$ cat config.mk
export PLATFORM = sky130hd
export DESIGN_NAME = sdram_slot_arbiter
export DESIGN_NICKNAME = d
export VERILOG_FILES = /design/src/rtl/sdram_arb_pkg.sv /design/src/rtl/sdram_slot_arbiter_rr_prio_pick.sv /design/src/rtl/sdram_slot_arbiter.sv
export SDC_FILE = /design/constraint.sdc
export NUM_CORES = 1
export LEC_CHECK = 0
export CAP_MARGIN = 25
export CORE_MARGIN = 3
export CORE_UTILIZATION = 42
export CTS_CLUSTER_SIZE = 14
export DETAILED_ROUTE_END_ITERATION = 10
export HOLD_SLACK_MARGIN = 0.02
export PLACE_DENSITY = 0.86
export SLEW_MARGIN = 20
export SYNTH_ARGS = -nofsm -noshare
export SYNTH_HDL_FRONTEND = slang
export SYNTH_SLANG_ARGS = --single-unit
$ cat constraint.sdc
create_clock -name clk -period 3.45 [get_ports clk]
set_input_delay 0.69 -clock clk [delete_from_list [all_inputs] [get_ports clk]]
set_output_delay 0.69 -clock clk [all_outputs]
set_load 0.02 [all_outputs]
$ cat src/rtl/sdram_arb_pkg.sv
// Shared definitions for the SDRAM slot arbiter: port indices, grant and
// slot-state encodings, default widths and a grant-to-one-hot helper.
package sdram_arb_pkg;

    localparam int PORT_LOADER = 0;
    localparam int PORT_VIDEO  = 1;
    localparam int PORT_CPU    = 2;
    localparam int NUM_PORTS   = 3;

    localparam int DEFAULT_AW = 20;
    localparam int DEFAULT_DW = 16;

    typedef enum logic [1:0] {
        GNT_LOADER = 2'd0,
        GNT_VIDEO  = 2'd1,
        GNT_CPU    = 2'd2,
        GNT_NONE   = 2'd3
    } grant_e;

    typedef enum logic {
        ST_IDLE   = 1'b0,
        ST_ACTIVE = 1'b1
    } slot_state_e;

    function automatic logic [NUM_PORTS-1:0] grant_onehot(input grant_e g);
        case (g)
            GNT_LOADER: return 3'b001;
            GNT_VIDEO:  return 3'b010;
            GNT_CPU:    return 3'b100;
            default:    return 3'b000;
        endcase
    endfunction

endpackage

$ cat src/rtl/sdram_slot_arbiter_rr_prio_pick.sv
// Combinational grant picker: loader port wins outright, video and CPU
// share the remaining slots round-robin according to ptr_cpu.
module rr_prio_pick
    import sdram_arb_pkg::*;
(
    input  logic [NUM_PORTS-1:0] elig,
    input  logic                 ptr_cpu,
    output grant_e               grant
);

    always_comb begin
        grant = GNT_NONE;
        if (elig[PORT_LOADER]) begin
            grant = GNT_LOADER;
        end else if (elig[PORT_VIDEO] && elig[PORT_CPU]) begin
            grant = ptr_cpu ? GNT_CPU : GNT_VIDEO;
        end else if (elig[PORT_VIDEO]) begin
            grant = GNT_VIDEO;
        end else if (elig[PORT_CPU]) begin
            grant = GNT_CPU;
        end
    end

endmodule

$ cat src/rtl/sdram_slot_arbiter.sv
// Slot arbiter sharing the 8 MHz slot SDRAM controller between loader, video
// and CPU. Optional forced refresh slots: define SDRAM_ARB_REFRESH_SLOT_EN.
module sdram_slot_arbiter
    import sdram_arb_pkg::*;
#(
    parameter int AW             = DEFAULT_AW,
    parameter int DW             = DEFAULT_DW,
    parameter int REFRESH_PERIOD = 64
) (
    input  logic                   clk,
    input  logic                   reset,
    input  logic                   sync,
    input  logic [NUM_PORTS-1:0]   req,
    input  logic [NUM_PORTS-1:0]   req_we,
    input  logic [NUM_PORTS*AW-1:0] req_addr,
    input  logic [NUM_PORTS*DW-1:0] req_wdata,
    input  logic [NUM_PORTS*2-1:0] req_ds,
    output logic [NUM_PORTS-1:0]   ack,
    output logic [DW-1:0]          rdata,
    output logic                   mem_we,
    output logic                   mem_oe,
    output logic [AW-1:0]          mem_addr,
    output logic [DW-1:0]          mem_din,
    output logic [1:0]             mem_ds,
    input  logic [DW-1:0]          mem_dout,
    output logic                   busy
);

    slot_state_e          state_q, state_d;
    grant_e               grant_q, grant_d;
    logic                 ptr_cpu_q, ptr_cpu_d;
    logic [NUM_PORTS-1:0] ack_q, ack_d;
    logic [DW-1:0]        rdata_q, rdata_d;
    logic                 mem_we_q, mem_we_d;
    logic                 mem_oe_q, mem_oe_d;
    logic [AW-1:0]        mem_addr_q, mem_addr_d;
    logic [DW-1:0]        mem_din_q, mem_din_d;
    logic [1:0]           mem_ds_q, mem_ds_d;
    logic                 busy_q, busy_d;

    logic [NUM_PORTS-1:0] ack_now;
    logic [NUM_PORTS-1:0] elig;
    grant_e               pick;
    logic                 force_idle;
    logic                 sel_we;
    logic [AW-1:0]        sel_addr;
    logic [DW-1:0]        sel_din;
    logic [1:0]           sel_ds;

    // The port finishing its slot on this sync must not be re-granted on it.
    assign ack_now = (state_q == ST_ACTIVE) ? grant_onehot(grant_q) : '0;
    assign elig    = req & ~ack_now;

    rr_prio_pick u_pick (
        .elig    (elig),
        .ptr_cpu (ptr_cpu_q),
        .grant   (pick)
    );

`ifdef SDRAM_ARB_REFRESH_SLOT_EN
    localparam int CNT_W = (REFRESH_PERIOD > 1) ? $clog2(REFRESH_PERIOD) : 1;
    localparam logic [CNT_W-1:0] CNT_LAST = CNT_W'(REFRESH_PERIOD - 1);

    logic [CNT_W-1:0] slot_cnt_q, slot_cnt_d;

    assign force_idle = (slot_cnt_q == CNT_LAST);

    always_comb begin
        slot_cnt_d = slot_cnt_q;
        if (sync) begin
            slot_cnt_d = (slot_cnt_q == CNT_LAST) ? '0 : slot_cnt_q + 1'b1;
        end
    end

    always_ff @(posedge clk) begin
        if (reset) begin
            slot_cnt_q <= '0;
        end else begin
            slot_cnt_q <= slot_cnt_d;
        end
    end
`else
    assign force_idle = 1'b0;
`endif

    always_comb begin
        sel_we   = 1'b0;
        sel_addr = '0;
        sel_din  = '0;
        sel_ds   = '0;
        for (int p = 0; p < NUM_PORTS; p++) begin
            if (int'(pick) == p) begin
                sel_we   = req_we[p];
                sel_addr = req_addr[p*AW +: AW];
                sel_din  = req_wdata[p*DW +: DW];
                sel_ds   = req_ds[p*2 +: 2];
            end
        end
    end

    always_comb begin
        state_d    = state_q;
        grant_d    = grant_q;
        ptr_cpu_d  = ptr_cpu_q;
        ack_d      = '0;
        rdata_d    = rdata_q;
        mem_we_d   = mem_we_q;
        mem_oe_d   = mem_oe_q;
        mem_addr_d = mem_addr_q;
        mem_din_d  = mem_din_q;
        mem_ds_d   = mem_ds_q;
        busy_d     = busy_q;
        if (sync) begin
            ack_d = ack_now;
            if (state_q == ST_ACTIVE && mem_oe_q) begin
                rdata_d = mem_dout;
            end
            if (pick != GNT_NONE && !force_idle) begin
                state_d    = ST_ACTIVE;
                grant_d    = pick;
                mem_we_d   = sel_we;
                mem_oe_d   = ~sel_we;
                mem_addr_d = sel_addr;
                mem_din_d  = sel_din;
                mem_ds_d   = sel_ds;
                busy_d     = 1'b1;
                // Loader grants leave the video/CPU turn order untouched.
                if (pick == GNT_VIDEO) begin
                    ptr_cpu_d = 1'b1;
                end else if (pick == GNT_CPU) begin
                    ptr_cpu_d = 1'b0;
                end
            end else begin
                state_d    = ST_IDLE;
                grant_d    = GNT_NONE;
                mem_we_d   = 1'b0;
                mem_oe_d   = 1'b0;
                mem_addr_d = '0;
                mem_din_d  = '0;
                mem_ds_d   = '0;
                busy_d     = 1'b0;
            end
        end
    end

    always_ff @(posedge clk) begin
        if (reset) begin
            state_q    <= ST_IDLE;
            grant_q    <= GNT_NONE;
            ptr_cpu_q  <= 1'b0;
            ack_q      <= '0;
            rdata_q    <= '0;
            mem_we_q   <= 1'b0;
            mem_oe_q   <= 1'b0;
            mem_addr_q <= '0;
            mem_din_q  <= '0;
            mem_ds_q   <= '0;
            busy_q     <= 1'b0;
        end else begin
            state_q    <= state_d;
            grant_q    <= grant_d;
            ptr_cpu_q  <= ptr_cpu_d;
            ack_q      <= ack_d;
            rdata_q    <= rdata_d;
            mem_we_q   <= mem_we_d;
            mem_oe_q   <= mem_oe_d;
            mem_addr_q <= mem_addr_d;
            mem_din_q  <= mem_din_d;
            mem_ds_q   <= mem_ds_d;
            busy_q     <= busy_d;
        end
    end

    assign ack      = ack_q;
    assign rdata    = rdata_q;
    assign mem_we   = mem_we_q;
    assign mem_oe   = mem_oe_q;
    assign mem_addr = mem_addr_q;
    assign mem_din  = mem_din_q;
    assign mem_ds   = mem_ds_q;
    assign busy     = busy_q;

endmodule

Word level (Yosys, flattened, before mapping)
Index checks and enable logic that the tools add are counted.
{"block": "op_classes", "addsub": 0, "multipliers": 0, "div_mod_pow": 0, "magnitude_cmp": 0, "n_eq_ne": 7, "shift": 0, "n_mux": 28, "n_bitwise": 4, "n_reduce_logical": 8}
{"cell": "2-to-1 mux 20 bit", "n": 4}
{"cell": "2-to-1 mux 16 bit", "n": 4}
{"cell": "2-to-1 mux 2 bit", "n": 9}
{"cell": "2-to-1 mux 1 bit", "n": 9}
{"cell": "one-hot mux 3 bit (3 select lines)", "n": 1}
{"cell": "== test 2 bit, second input constant", "n": 4}
{"cell": "== test 2 x 1 -> 1 bit, second input constant", "n": 2}
{"cell": "zero test 2 bit", "n": 2}
{"cell": "bitwise AND 3 bit", "n": 1}
{"cell": "2-to-1 mux 3 bit", "n": 1}
{"cell": "NOT 3 bit", "n": 1}
{"cell": "AND reduction 3 bit", "n": 1}
{"cell": "logical AND 1 bit", "n": 2}
{"cell": "inequality test 2 bit, second input constant", "n": 1}
{"cell": "NOT 1 bit", "n": 2}
{"cell": "AND reduction 2 bit", "n": 1}
{"cell": "nonzero test 2 bit", "n": 1}
{"cell": "OR reduction 2 bit", "n": 1}
{"block": "totals", "ff_bits": 63, "latch_bits": 0, "ram_bits": 0, "rom_bits": 0, "in_bits": 139, "out_inout_bits": 60, "elab_cells": 57, "memories": 0}

Longest topological paths before layout
{"block": "logic_depth", "ltp_word": 15, "mapped_depth": 10, "ltp_nobuf": 7}

Hierarchy
From an unflattened synthesis, not the netlist that was laid out.
{"block": "unflattened", "cells_unflattened": 337, "hier_area_um2": 2927.8}
{"module": "sdram_slot_arbiter", "instances": 1, "cells_per_inst": 333, "area_each_um2": 2904.0, "seq_area_each_um2": 1261.2}
{"module": "rr_prio_pick", "instances": 1, "cells_per_inst": 4, "area_each_um2": 23.8, "seq_area_each_um2": 0.0}

Worst setup path after synthesis
No wires, ideal clock.
{"block": "synth_path", "path_type": "reg2reg", "start": "reg busy (netlist name)", "end": "reg mem_din_q[7] (netlist: mem_din[7])", "setup_ns": 0.071, "t_arrival_ns": 2.265, "required_ns": 3.379, "path_slack_ns": 1.115, "stages_incl_launch_ff": 10, "n_path_buf": 2, "period_less_slack_ns": 2.335, "path_cell_list": "dfxtp_1 -> nand2b_1 -> o21a_1 -> or3_1 -> ha_1 -> buf_6 -> buf_2 -> nand3b_1 -> a211o_1 -> a21oi_2"}
{"item": "end signal: assignment", "line_no": "sdram_slot_arbiter.sv:168", "rtl": "mem_din_q <= mem_din_d;"}
{"item": "end: declaration", "line_no": "sdram_slot_arbiter.sv:37", "rtl": "logic [DW-1:0] mem_din_q, mem_din_d;"}

Final worst setup path
{"block": "layout_path", "start": "in req[1]", "end": "reg mem_addr_q[4] (netlist: mem_addr[4])"}
{"block": "layout_between", "elab_chain_len": 9, "word_cells_on_any_way": 13, "cone_classes": "eq/ne: 3; mux: 7; bitwise: 1; reduce/logical: 2"}
{"item": "start: declaration", "line_no": "sdram_slot_arbiter.sv:13", "rtl": "input logic [NUM_PORTS-1:0] req,"}
{"item": "bitwise AND 3 bit *", "line_no": "sdram_slot_arbiter.sv:52", "rtl": "assign elig = req & ~ack_now;"}
{"item": "2-to-1 mux 2 bit / logical AND 1 bit (equally long branches)", "line_no": "sdram_slot_arbiter_rr_prio_pick.sv:17, sdram_slot_arbiter_rr_prio_pick.sv:15"}
{"item": "2-to-1 mux 2 bit *", "line_no": "sdram_slot_arbiter_rr_prio_pick.sv:15", "rtl": "end else if (elig[PORT_VIDEO] && elig[PORT_CPU]) begin"}
{"item": "2-to-1 mux 2 bit *", "line_no": "sdram_slot_arbiter_rr_prio_pick.sv:13", "rtl": "if (elig[PORT_LOADER]) begin"}
{"item": "zero test 2 bit", "line_no": "sdram_slot_arbiter.sv:92", "rtl": "if (int'(pick) == p) begin"}
{"item": "2-to-1 mux 20 bit (3 in a row)", "line_no": "sdram_slot_arbiter.sv:92"}
{"item": "2-to-1 mux 20 bit *", "line_no": "sdram_slot_arbiter.sv:118", "rtl": "if (pick != GNT_NONE && !force_idle) begin"}
{"item": "end signal: assignment", "line_no": "sdram_slot_arbiter.sv:167", "rtl": "mem_addr_q <= mem_addr_d;"}
{"item": "end: declaration", "line_no": "sdram_slot_arbiter.sv:36", "rtl": "logic [AW-1:0] mem_addr_q, mem_addr_d;"}
Mark *: on every way between the ends. The rest lies on a longest branch, timed or not.
A chain may end at the register's enable or synchronous reset.

==> results.txt <==
Status - completed
First-pass GRT wire length - 19.3 mm
Synth top area share - 35.1%
DRC viols - 0
Pwr Density - 375 nW/µm²
Slew Limit Fails - 0
CTS H-tree depth - 3
Hold Path Sink - rdata[10]
Syn Area/Cell - 8.36 µm²
Arr. time, crit path - 3.17 ns
Post-CTS sizing - 0
Reg2Reg Setup Slack - 0.78 ns
CTS Buffer Depth - 2
Tcrit/Tclk final - 84.3%
Routed Antenna Nets - 0
DRT Wirelength - 12.0 mm
Final clock skew - 0.0113 ns
Hold buffer count at CTS - 0
Top cells by area, synth - dfxtp_1, a21oi_2, a211o_1
FF-to-FF path depth - 8
Sink Count - 63
Area of the mapped netlist - 3590 µm²
Fmax - 344 MHz
Power, Total - 2.17 mW
RSZ-0062 raised after global routing - false
Yosys warns - 0
Cell Count, Final, Fillers Out - 716
Final setup violating endpoints - 0
Die Ht - 98.4 µm
Worst-Margin Slew - 0.683 ns
LEAKAGE - 1.99 nW
Overflow after GRT - 0
Setup Buffers After CTS - 0
Die width - 98.4 µm
Share of cells above drive strength 1 - 12.6%
CORE AREA - 8260 µm²
Antenna violations before repair - 0
Vias in the first global route - 3897
Total CTS buffers - 9
Clk root buf - clkbuf_8
DIE AREA - 9690 µm²
Site Rows - 33
Worst Path Required - 3.71 ns
Final Critical Period - 2.91 ns
Area leader, netlist - dfxtp_1
Number of library cell types mapped by synthesis - 31
#FFs+latches synth - 63
Pin count of the biggest net entering global routing - 65
CP max FO - 43
Placed Cells - 700
Final Wtd Congestion - 0.866
Starting density of the core - 43.5%
Layout area overhead - 61.1%
Crit path launch type - input pin
Most common cell after layout, fill and taps aside - clkdlybuf4s50_1
Worst r2r dst - mem_addr[4]
Max_cap viols - 0
CTS tree - done
DRT iter0 DRCs - 138
Crit path kind - input pin to register
Worst min path class - register to register
Post-DP HPWL - 8.72 mm
Vias - 3859
Mapped Nets - 572
Worst VDD drop - 212 µV
Reg-to-Reg Start - busy
Hold_sp - rdata[10]
Mapped Cells - 429
Ports - 199
CP endpoint kind - register
Hold path depth - 2
Final net count - 749
Hold WS - 0.455 ns
Drt via density - 5.39
Number of diodes - 0
Clk pin slew, worst setup/hold paths - 0.08 ns
First drt pass iteration count - 4
Sequential element share of the synthesized area - 35.1%
Clock Latency Late Sink - 0.34 ns
I/O Buffers - 198
Routed len/inst - 16.8 µm
GRT Overall Usage - 24.3%
Max-slew headroom - 54.4%
Setup TNS - 0 ns
Final Hold Vio Count - 0
Most frequent cells in the layout - clkdlybuf4s50_1, nand2_1, dfxtp_1
==> worst max path at each step <==
stage	startpoint	end	slack, ns	cells after the start
3_5_place_dp	req[1]	mem_din[11]	0.27	9
3_3_place_gp	req[1]	mem_addr[2]	0.37	9
2_1_floorplan	busy	mem_din[7]	1.11	9
5_1_grt	req[1]	mem_addr[11]	0.35	9
4_1_cts	req[1]	mem_addr[4]	0.59	9
6_report	req[1]	mem_addr[4]	0.54	9
==> cells by family (layout without fill, tap and decap cells) <==
group | Yosys count | after routing | synth area share, %
DFF | 63 | 63 | 35.1
adders and majority gates | 4 | 4 | 1.39
AOI/OAI and AO/OA | 144 | 144 | 29.8
muxes | 1 | 1 | 0.279
and+or+nand+nor | 171 | 171 | 25.6
buffers and inverters | 46 | 228 | 7.78
==> report_power, final <==
group          switching, mW  internal [mW]  total [mW]
Sequential            0.0287          0.771       0.800
Combinational          0.284          0.347       0.631
Clock                  0.307          0.430       0.737
==> routing by layer <==
metal	GRT usage, %	vias up	wire length [µm]	part of all wire (%)
met2	44.4	152	6310	52
li1	-	1855	-	-
met4	9.24	0	295	2.4
met1	28.3	1832	4750	39
met5	0	-	0	0
met3	3.89	20	691	5.7
==> cell type report <==
class / instances / area, µm²
Multi-Input combinational cell: 320 / 2060
Tap cell: 105 / 131
Timing Repair Buffer: 207 / 2080
Clock inverter: 6 / 92.6
Clock buffer: 10 / 138
Sequential cell: 63 / 1260
Inverter: 5 / 18.8
Fill cell: 700 / 2480
==> synth_stat cells <==
cell / count
nand2_1: 75
dfxtp_1: 63
a21oi_1: 52
a21oi_2: 46
nand3b_1: 40
a211o_1: 39
nor2b_1: 39
clkbuf_1: 19
buf_6: 9
buf_2: 7
inv_1: 5
buf_4: 4
ha_1: 4
nor3_1: 4
nand3_1: 3
and3_1: 2
nand2b_1: 2
nor2_1: 2
or3_1: 2
a221oi_1: 1
a311oi_1: 1
a31oi_1: 1
buf_8: 1
clkbuf_4: 1
mux2i_1: 1
nor3b_1: 1
o21a_1: 1
o31ai_1: 1
o41ai_1: 1
o41ai_2: 1
or2_2: 1
==> per-stage QoR <==
| stage | setup WS (ns) | cell area (µm²) | util [%] |
|---|---|---|---|
| final | 0.541 | 5780 | 70.0 |
| after global routing | 0.352 | 5780 | 70.0 |
| after CTS | 0.594 | 5780 | 70.0 |
| after detailed placement | 0.271 | 5550 | 67.2 |
| after global placement | 0.367 | 5550 | 67.2 |
| after floorplan | 1.11 | 3590 | - |
==> state kept, by name, indices dropped and copies added, names as in the netlist <==
name and count:
mem_oe 1, grant_q 2, ptr_cpu_q 1, mem_ds 2, rdata 16, mem_we 1
mem_addr 20, busy 1, ack 3, mem_din 16
==> critical path: stages <==
cell and delay, ns:
clkdlybuf4s50_1 0.54, nand2_1 0.08, a31oi_1 0.28, or3_1 0.20, ha_2 0.54, buf_12 0.26, a21oi_1 0.09, a211o_1 0.33
a21oi_2 0.15
Note: power is estimated with default switching activity, not from simulation.
